<file path="config.mk">
export PLATFORM = sky130hd
export DESIGN_NAME = vga_scan_generator
export DESIGN_NICKNAME = d
export VERILOG_FILES = /design/src/rtl/vga_scan_generator.sv
export SDC_FILE = /design/constraint.sdc
export NUM_CORES = 1
export LEC_CHECK = 0
export CORE_MARGIN = 2
export CORE_UTILIZATION = 45
export CTS_CLUSTER_SIZE = 24
export DETAILED_ROUTE_END_ITERATION = 10
export PLACE_DENSITY = 0.72
export SLEW_MARGIN = 5
export SYNTH_ARGS = -nofsm -noshare
export SYNTH_HDL_FRONTEND = slang
export SYNTH_SLANG_ARGS = --single-unit
</file>
<file path="constraint.sdc">
create_clock -name CLK -period 1.9 [get_ports CLK]
set_input_delay 0.38 -clock CLK [delete_from_list [all_inputs] [get_ports CLK]]
set_output_delay 0.38 -clock CLK [all_outputs]
set_load 0.03 [all_outputs]
</file>
<file path="src/rtl/vga_scan_generator.sv">
// rtl/vga_scan_generator.sv - VGA scan timing, linear pixel address and blank-gated colour output
// Pixel-rate divider, h/v counters, incremental address and a one-tick output stage for colour and syncs.
module vga_scan_generator #(
    parameter int CLK_DIV  = 4,
    parameter int H_ACTIVE = 640,
    parameter int H_FP     = 16,
    parameter int H_SYNC   = 96,
    parameter int H_BP     = 48,
    parameter int V_ACTIVE = 480,
    parameter int V_FP     = 10,
    parameter int V_SYNC   = 2,
    parameter int V_BP     = 33
) (
    input  logic        CLK,
    input  logic        RESET,
    input  logic [7:0]  CIN,
    output logic [18:0] ADDR,
    output logic        PIX_EN,
    output logic        FRAME_START,
    output logic        HS,
    output logic        VS,
    output logic [7:0]  COLOUR_OUT
);

    localparam int H_TOTAL = H_ACTIVE + H_FP + H_SYNC + H_BP;
    localparam int V_TOTAL = V_ACTIVE + V_FP + V_SYNC + V_BP;
    localparam int DIV_W   = (CLK_DIV > 1) ? $clog2(CLK_DIV) : 1;

    localparam logic [DIV_W-1:0] DIV_MAX  = DIV_W'(CLK_DIV - 1);
    localparam logic [9:0]       H_MAX    = 10'(H_TOTAL - 1);
    localparam logic [9:0]       V_MAX    = 10'(V_TOTAL - 1);
    localparam logic [9:0]       H_ACT    = 10'(H_ACTIVE);
    localparam logic [9:0]       V_ACT    = 10'(V_ACTIVE);
    localparam logic [9:0]       HS_START = 10'(H_ACTIVE + H_FP);
    localparam logic [9:0]       HS_END   = 10'(H_ACTIVE + H_FP + H_SYNC);
    localparam logic [9:0]       VS_START = 10'(V_ACTIVE + V_FP);
    localparam logic [9:0]       VS_END   = 10'(V_ACTIVE + V_FP + V_SYNC);
    localparam logic [18:0]      ADDR_MAX = 19'(H_ACTIVE * V_ACTIVE - 1);

    logic [DIV_W-1:0] div_q, div_d;
    logic [9:0]       h_q, h_d;
    logic [9:0]       v_q, v_d;
    logic [18:0]      addr_q, addr_d;
    logic [7:0]       colour_q, colour_d;
    logic             hs_q, hs_d;
    logic             vs_q, vs_d;
    logic             pix_en;
    logic             active;
    logic             hs_n;
    logic             vs_n;

    always_comb begin
        pix_en = (div_q == DIV_MAX) && !RESET;
        active = (h_q < H_ACT) && (v_q < V_ACT);
        hs_n   = !((h_q >= HS_START) && (h_q < HS_END));
        vs_n   = !((v_q >= VS_START) && (v_q < VS_END));
    end

    always_comb begin
        div_d    = (div_q == DIV_MAX) ? '0 : div_q + 1'b1;
        h_d      = h_q;
        v_d      = v_q;
        addr_d   = addr_q;
        colour_d = colour_q;
        hs_d     = hs_q;
        vs_d     = vs_q;
        if (pix_en) begin
            if (h_q == H_MAX) begin
                h_d = '0;
                v_d = (v_q == V_MAX) ? '0 : v_q + 1'b1;
            end else begin
                h_d = h_q + 1'b1;
            end
            // The address only advances past active pixels, so in blanking it already names the next one.
            if (active) begin
                addr_d = (addr_q == ADDR_MAX) ? '0 : addr_q + 1'b1;
            end
            colour_d = active ? CIN : 8'h00;
            hs_d     = hs_n;
            vs_d     = vs_n;
        end
    end

    always_ff @(posedge CLK) begin
        if (RESET) begin
            div_q    <= '0;
            h_q      <= '0;
            v_q      <= '0;
            addr_q   <= '0;
            colour_q <= 8'h00;
            hs_q     <= 1'b1;
            vs_q     <= 1'b1;
        end else begin
            div_q    <= div_d;
            h_q      <= h_d;
            v_q      <= v_d;
            addr_q   <= addr_d;
            colour_q <= colour_d;
            hs_q     <= hs_d;
            vs_q     <= vs_d;
        end
    end

    assign ADDR        = addr_q;
    assign PIX_EN      = pix_en;
    assign FRAME_START = pix_en && (h_q == 10'd0) && (v_q == 10'd0);
    assign HS          = hs_q;
    assign VS          = vs_q;
    assign COLOUR_OUT  = colour_q;

endmodule

</file>
; Word-level counts from Yosys, hierarchy flattened
; Cells that the tools add are included.
; W data, S select, Z words.
[classes]
n_addsub = 4
magnitude_cmp = 6
eq_ne = 4
mux = 4
reduce_logical = 14
[ops]
columns = op, n
row1 = $add A10 B1 Y10 const B, 2
row2 = $eq A10 B10 Y1 const B, 2
row3 = $logic_not A10 Y1, 2
row4 = $lt A10 B10 Y1 const B, 2
row5 = $lt A10 B9 Y1 const B, 2
row6 = $mux W10, 2
row7 = $add A19 B1 Y19 const B, 1
row8 = $eq A19 B19 Y1 const B, 1
row9 = $mux W19, 1
row10 = $ge A10 B10 Y1 const B, 1
row11 = $ge A10 B9 Y1 const B, 1
row12 = $mux W8, 1
row13 = $logic_and A1 B1 Y1, 6
row14 = $reduce_and A2 Y1, 2
row15 = $logic_not A1 Y1, 3
row16 = $add A2 B1 Y2 const B, 1
row17 = $eq A2 B2 Y1 const B, 1
row18 = $reduce_or A2 Y1, 1
[word_totals]
register_bits = 51
in_bits = 10
out_inout_bits = 31

; Depth between registers and ports, before layout
; Gate-level depths: netlist of the first run.
[logic_depth]
word_depth = 4
ltp_mapped = 7
depth_no_buf = 6

; Worst setup path after synthesis of the first run
; OpenSTA, ideal clock, no wires.
[synth_path]
kind = input to output
from = in RESET
to = out FRAME_START
arrival_time_ps = 1859
required_time_ps = 1520
setup_slack_ps = -339
stages = 4
n_path_buf = 2
cell_sequence = buf_2 nand2b_1 clkbuf_1 nor4_1
[synth_via]
elab_chain_cells = 4
[synth_lines]
columns = item, line_no
row1 = "start, declared", 15  ; input logic RESET,
row2 = $logic_not A1 Y1, 53  ; pix_en = (div_q == DIV_MAX) && !RESET;
row3 = $logic_and A1 B1 Y1, 53
row4 = $logic_and A1 B1 Y1 (2 in series), 106  ; assign FRAME_START = pix_en && (h_q == 10'd0) && (v_q == 10'd0);
row5 = "end, declared", 19  ; output logic FRAME_START,
; Every way passes these cells.

; Worst setup path after layout of the first run
[layout_path]
from = reg h_q[1]
to = out FRAME_START
[layout_via]
elab_chain_cells = 3
[layout_lines]
columns = item, line_no
row1 = "start, declared", 41  ; logic [9:0] h_q, h_d;
row2 = "start signal, assigned", 87  ; h_q <= '0;
row3 = "start signal, assigned", 95  ; h_q <= h_d;
row4 = $logic_not A10 Y1, 106
row5 = $logic_and A1 B1 Y1 (2 in series), 106
; Every way passes these cells.

==> summary.txt, run 1 <==
Outcome
  • Status: completed

Clocking
  • H-tree Lvls: 2
  • Hold buffer count at CTS: 0
  • Clk Latency, worst-skew pair: around 300 ps
  • Max Buffers Root-to-Sink: 2
  • CTS tree: done
  • CTS root buf: clkbuf_8
  • CTS Buf Count: 5
  • Clk slew on worst S/H paths: 80 ps
  • CTS sink count: 51

Global routing
  • Global-route wire length before repair: roughly 11 mm
  • GRT Overall Usage: 0.210
  • Initial antenna violation count: 0
  • Largest net degree at the start of global routing: 15
  • Grt ovf: 0
  • Vias in the first global route: 2287

Finish
  • Ant diodes: 0
  • Final Util: 0.637
  • Synth-to-Final Area Change: 38.0%
  • Nets: 380
  • Share of layout cells above drive strength 1: 0.222
  • Cell area after layout: 3490 um^2
  • Non-filler cells, final: around 440

Setup path
  • CP Max Fanout: 2
  • RR Endpoint: v_q[9]
  • R2r worst-path depth: 6
  • Crit path DAT: around 1500 ps
  • CP Launch Type: flip-flop
  • Crit. End Element: output port
  • RR Startpoint: h_q[0]
  • Required time worst endpoint: 1520 ps
  • WS Path Type: flip-flop to output port
  • Reg2Reg Setup Slack: 60 ps

Timing
  • Slew Limit Fails: 0
  • RSZ-0062 raised after global routing: yes
  • Max_slew headroom: 0.643
  • Max Clock Skew: 8.26 ps
  • # setup viols final: 0
  • Slew @ Worst Pin: 534 ps
  • Tmin final: 1890 ps
  • Final hold vios: 0
  • Period utilization: 0.994
  • F_max: 0.529 GHz

Hold path
  • Hold path endpoint: div_q[0]
  • Startpoint of the worst hold path: div_q[0]
  • Min-Delay Path Class: flip-flop to flip-flop
  • Worst Hold Depth: 1

Detailed routing
  • Iteration count of the initial detailed-routing pass: 5
  • 1st-iter DRT viols: 161
  • Routed vias: 2529
  • Total Routed Length: 6.49 mm
  • Drc violations: 0
  • Routed len/inst: 14.8 um
  • Detail Route Antenna Nets: 0
  • Vias per inst: 5.79

Floorplan
  • Die width: 78.9 um
  • Die area: 6230 um^2
  • CORE AREA: between 5000 and 6000 um^2
  • Starting Density: 0.462
  • I/O pin count: 41
  • Die Ht: 78.9 um
  • Rows: 27

Synth
  • Synth area leaders: dfxtp_1, a21oi_1, nand4_1
  • YS warnings: 0
  • FF+latch count, synth: 51
  • Distinct cells, synth: 45
  • Post-synthesis cell area: 2530 um^2
  • Synth top area share: 0.404
  • Syn Nets: between 300 and 400
  • Cells after Synth: 286
  • Syn avg cell area: 8.84 um^2
  • Cell type with the largest total area after synthesis: dfxtp_1
  • Sequential element share of the synthesized area: 0.404

Run
  • Max cap viols: 0

Placement
  • Final Wtd Congestion: approximately 0.90
  • DP Wirelength: between 4 and 5 mm
  • Dpl cells: 422
  • Post-DP Area: 3240 um^2
  • IO Port Bufs: 40

Pwr
  • Power density over cell area: 529 nW/um^2
  • Tot Pwr: roughly 0.0018 W
  • Peak supply drop: 0.451 mV
  • Static Leakage: 1.27 nW
worst max path at each step:
| stage | startpoint | endpoint | slack (ps) | cells past startpoint |
|---|---|---|---|---|
| after floorplan | ADDR[4] | ADDR[0] | 70 | 5 |
| after global placement | RESET | FRAME_START | -230 | 5 |
| after detailed placement | RESET | FRAME_START | -280 | 5 |
| after CTS | v_q[1] | FRAME_START | 0.9 | 6 |
| after global routing | h_q[1] | FRAME_START | -80 | 6 |
| final | h_q[1] | FRAME_START | 10 | 6 |
per-stage QoR:
step           hold slack [ps]  setup TNS (ps)  worst slack [ps]
2_1_floorplan              408               0              65.2
3_3_place_gp               421           -4670              -229
3_5_place_dp               428           -6420              -280
4_1_cts                    418               0             0.919
5_1_grt                    446           -91.2             -80.6
6_report                   414               0              11.1
flip-flops by register name (all words and copies together) (netlist names):
| name | cells |
|---|---|
| HS | 1 |
| div_q | 2 |
| v_q | 10 |
| VS | 1 |
| ADDR | 19 |
| COLOUR_OUT | 8 |
| h_q | 10 |
where the power goes:
part	internal [W]	switching, W
clock network	0.000259	0.000333
logic	0.0000796	0.0000819
registers	0.00108	0.00000761
total	0.00142	0.000422
cell type report:
type / instances / area (um^2)
fillers: 475 / 1990
multi-input cells: 216 / 1540
clock inverters: 1 / 5.00
flip-flops and latches: 51 / 1030
inverters: 9 / 33.8
well taps: 72 / 90.1
repair buffers: 81 / 714
clock buffers: 7 / 76.3
worst max-delay path, stage by stage (launching register included):
cell and delay (ps):
dfxtp_2 330, inv_2 60, ha_4 130, nor4b_4 190, nand4_1 170, nor4_4 180, buf_6 170
cells by family (layout without fill, tap and decap cells):
group | count (synthesis) | count (layout) | synth area share
compound gates | 65 | 65 | 0.168
xor+xnor | 11 | 11 | 0.0381
fa+ha+maj | 6 | 6 | 0.0297
buf+inv | 20 | 98 | 0.0327
flops | 51 | 51 | 0.404
mux | 1 | 1 | 0.00396
simple gates | 132 | 133 | 0.324
layer usage:
layer | vias to the layer above | track usage | wire length, um
met3 | 13 | 0.0352 | 306
met2 | 77 | 0.333 | 2960
li1 | 1257 | - | -
met1 | 1182 | 0.294 | 3120
met4 | 0 | 0.0638 | 95
met5 | - | 0 | 0
synth_stat cells, drive strengths merged:
cell type,number
o21a,1
o32ai,3
nor3b,1
or3,10
a22o,8
nor4,6
a2111oi,1
or4,14
nand4,22
and3,2
o21ai,8
nand2,21
and4b,1
clkbuf,6
a31o,1
dfxtp,51
mux2i,1
nor3,8
a211oi,2
nand2b,3
and4,3
inv,9
a31oi,1
ha,6
nor4b,2
buf,5
nor2,14
o31ai,15
a21oi,25
and2,6
and3b,3
or3b,1
nor2b,1
xnor2,5
nand3,14
xor2,6
cell usage in the layout (no fill, tap or decap), drive strengths merged, types with 2 or more instances in the layout:
cell,n
o21ai,8
clkbuf,7
a22o,8
and4,3
xor2,6
nor2,14
and3b,3
or4,14
and3,2
buf,43
inv,9
ha,6
nand4,23
nor4,6
dfxtp,51
xnor2,5
o32ai,3
a211oi,2
a21oi,25
or3,10
nor4b,2
nand3,14
o31ai,15
nand2,21
nand2b,3
clkdlybuf4s50,35
and2,6
nor3,8
dlymetal6s2s,2
what timing repair did:
| item | in CTS | in global routing |
|---|---|---|
| setup buffers | 2 | 4 |
| setup endpoints to repair | 2 | 18 |
| endpoints found under the hold margin | 0 | 0 |
| resized for setup | 21 | 9 |
| cloned | 0 | 1 |
| pin swaps | 3 | 3 |
Note: power is estimated with default switching activity, not from simulation.
==> run 2, diff against run 1 <==
- PLACE_DENSITY: 0.72 -> 0.69
- clock period: 1.9 -> 2.4 ns (I/O delays scaled with it)
==> summary.txt, run 2 (same netlist as run 1, synthesis figures left out) <==
Outcome
  • Status: completed (unchanged)

Clocking
  • Clk slew on worst S/H paths: 90 ps (was 80 ps)
  • Hold buffer count at CTS: 0 (unchanged)
  • Max Buffers Root-to-Sink: 2 (unchanged)
  • CTS root buf: clkbuf_8 (unchanged)
  • # Post-CTS Setup Buffers: 0 (was 2)
  • Clk Latency, worst-skew pair: 300 ps (about the same)
  • H-tree Lvls: 2 (unchanged)
  • Post-CTS Resized: 0 (was 21)
  • CTS sink count: 51 (unchanged)
  • CTS tree: done (unchanged)
  • CTS Buf Count: 5 (unchanged)

Global routing
  • Global-route wire length before repair: 9.54 mm (was 10.7 mm)
  • Grt ovf: 0 (unchanged)
  • Initial antenna violation count: 0 (unchanged)
  • Largest net degree at the start of global routing: 16 (was 15)
  • GRT Overall Usage: 0.189 (was 0.210)
  • Vias in the first global route: 2057 (was 2287)

Floorplan
  • Die Ht: 78.9 um (unchanged)
  • CORE AREA: 5470 um^2 (unchanged)
  • Rows: 27 (unchanged)
  • I/O pin count: 41 (unchanged)
  • Starting Density: 0.462 (unchanged)
  • Die width: 78.9 um (unchanged)
  • Die area: 6230 um^2 (unchanged)

Pwr
  • Peak supply drop: 0.334 mV (was 0.451 mV)
  • Static Leakage: 1.04 nW (was 1.27 nW)
  • Power density over cell area: 493 nW/um^2 (was 529 nW/um^2)

Placement
  • Post-DP Area: 3050 um^2 (was 3240 um^2)
  • Final Wtd Congestion: 0.823 (was 0.905)
  • IO Port Bufs: 40 (unchanged)
  • DP Wirelength: 4.19 mm (was 4.51 mm)

Finish
  • Share of layout cells above drive strength 1: 0.0904 (was 0.222)
  • Max reg flops: 19 (unchanged)
  • Nets: 348 (was 380)
  • Synth-to-Final Area Change: 24.6% (was 38.0%)
  • Most common cell after layout, fill and taps aside: dfxtp_1 (unchanged)
  • Most frequent cells in the layout: dfxtp_1, clkdlybuf4s50_1, a21oi_1, nand2_1, nand4_1 (was dfxtp_1, buf_4, clkdlybuf4s50_1, a21oi_1, nand2_1)
  • Cell area after layout: 3150 um^2 (was 3490 um^2)
  • Ant diodes: 0 (unchanged)

Detailed routing
  • Iteration count of the initial detailed-routing pass: 4 (was 5)
  • Total Routed Length: 5.74 mm (was 6.49 mm)
  • Drc violations: 0 (unchanged)
  • Routed len/inst: 14.2 um (was 14.8 um)
  • Detail Route Antenna Nets: 0 (unchanged)
  • Vias per inst: 5.88 (was 5.79)
  • Routed vias: 2376 (was 2529)
  • 1st-iter DRT viols: 117 (was 161)

Setup path
  • Crit path DAT: 1780 ps (was 1510 ps)
  • CP Launch Type: primary input (was flip-flop)
  • Crit path from: RESET (was h_q[1])
  • WS Path Type: primary input to output port (was flip-flop to output port)
  • RR Startpoint: v_q[6] (was h_q[0])
  • CP Max Fanout: 5 (was 2)
  • Crit. End Element: output port (unchanged)
  • Required time worst endpoint: 1920 ps (was 1520 ps)

Timing
  • Final hold vios: 0 (unchanged)
  • Slew @ Worst Pin: 611 ps (was 534 ps)
  • # setup viols final: 0 (unchanged)
  • Period utilization: 0.943
  • RSZ-0062 raised after global routing: no (was yes)
  • Final setup TNS: 0 ps (unchanged)
  • Max_slew headroom: 0.590 (was 0.643)
  • Min Hold Slack: 449 ps (was 414 ps)
  • F_max: between 0.4 and 0.5 GHz
  • Tmin final: about 2300 ps
  • Slew Limit Fails: 0 (unchanged)
  • Max Clock Skew: 8.89 ps (was 8.26 ps)

Hold path
  • Startpoint of the worst hold path: div_q[0] (unchanged)
  • Min-Delay Path Class: flip-flop to flip-flop (unchanged)

Run
  • Max cap viols: 0 (unchanged)
## run 2: changes by cell type in the layout (fill, tap and decap cells not counted), sizes merged
cell           before  now
clkbuf              7    6
dlygate4sd2         1    0
clkinv              1    0
dlymetal6s2s        2    0
nand4              23   22
bufinv              0    1
buf                43   12
clkdlybuf4s50      35   38
## run 2: final timing paths
kind	slack, ps	endpoint	depth (start not counted)
setup / recovery	140	FRAME_START	4
hold / removal	450	div_q[0]	1
setup reg to reg	450	ADDR[13]	4
hold reg to reg	450	div_q[0]	1
## run 2: critical path, stage by stage
cell and delay (ps):
clkdlybuf4s50_1 530, nand2b_1 280, nor4_2 280, buf_4 200
## run 2: where the power goes
part | internal, W | switching [W]
sequential | 0.000857 | 0.00000798
combinational | 0.0000489 | 0.0000566
clock | 0.000306 | 0.000275
total | 0.00121 | 0.000340
## run 2: area by class of cell
| class | instances | area [um^2] |
|---|---|---|
| tap | 72 | 90.1 |
| sequential | 51 | 1020 |
| inverter | 9 | 33.8 |
| multi-input combinational | 215 | 1430 |
| clock inverter | 1 | 30.0 |
| timing repair buffer | 50 | 470 |
| clock buffer | 6 | 72.6 |
| fill | 534 | 2320 |
## run 2: metal layers
metal  track usage  wire length, um  vias up
met2         0.281             2520       61
met5             0                0        -
met4        0.0655               74        0
li1              -                -     1184
met3        0.0466              283        7
met1         0.268             2860     1124
## run 2: through the flow
stage	total power, W	setup WS [ps]	utilization	instances
finish	0.00155	137	0.575	404
floorplan	0.000943	293	-	286
global route	0.00162	17.6	0.575	404
CTS	0.00157	104	0.575	404
detailed placement	0.000991	71.3	0.556	397
global placement	0.000991	119	0.556	397
==> run 3, diff against run 2 <==
- CAP_MARGIN: unset -> 20
- CTS_CLUSTER_SIZE: 24 -> 25
==> results of run 3 <==
Final layout, timing and power as in run 2 (identical DEF).
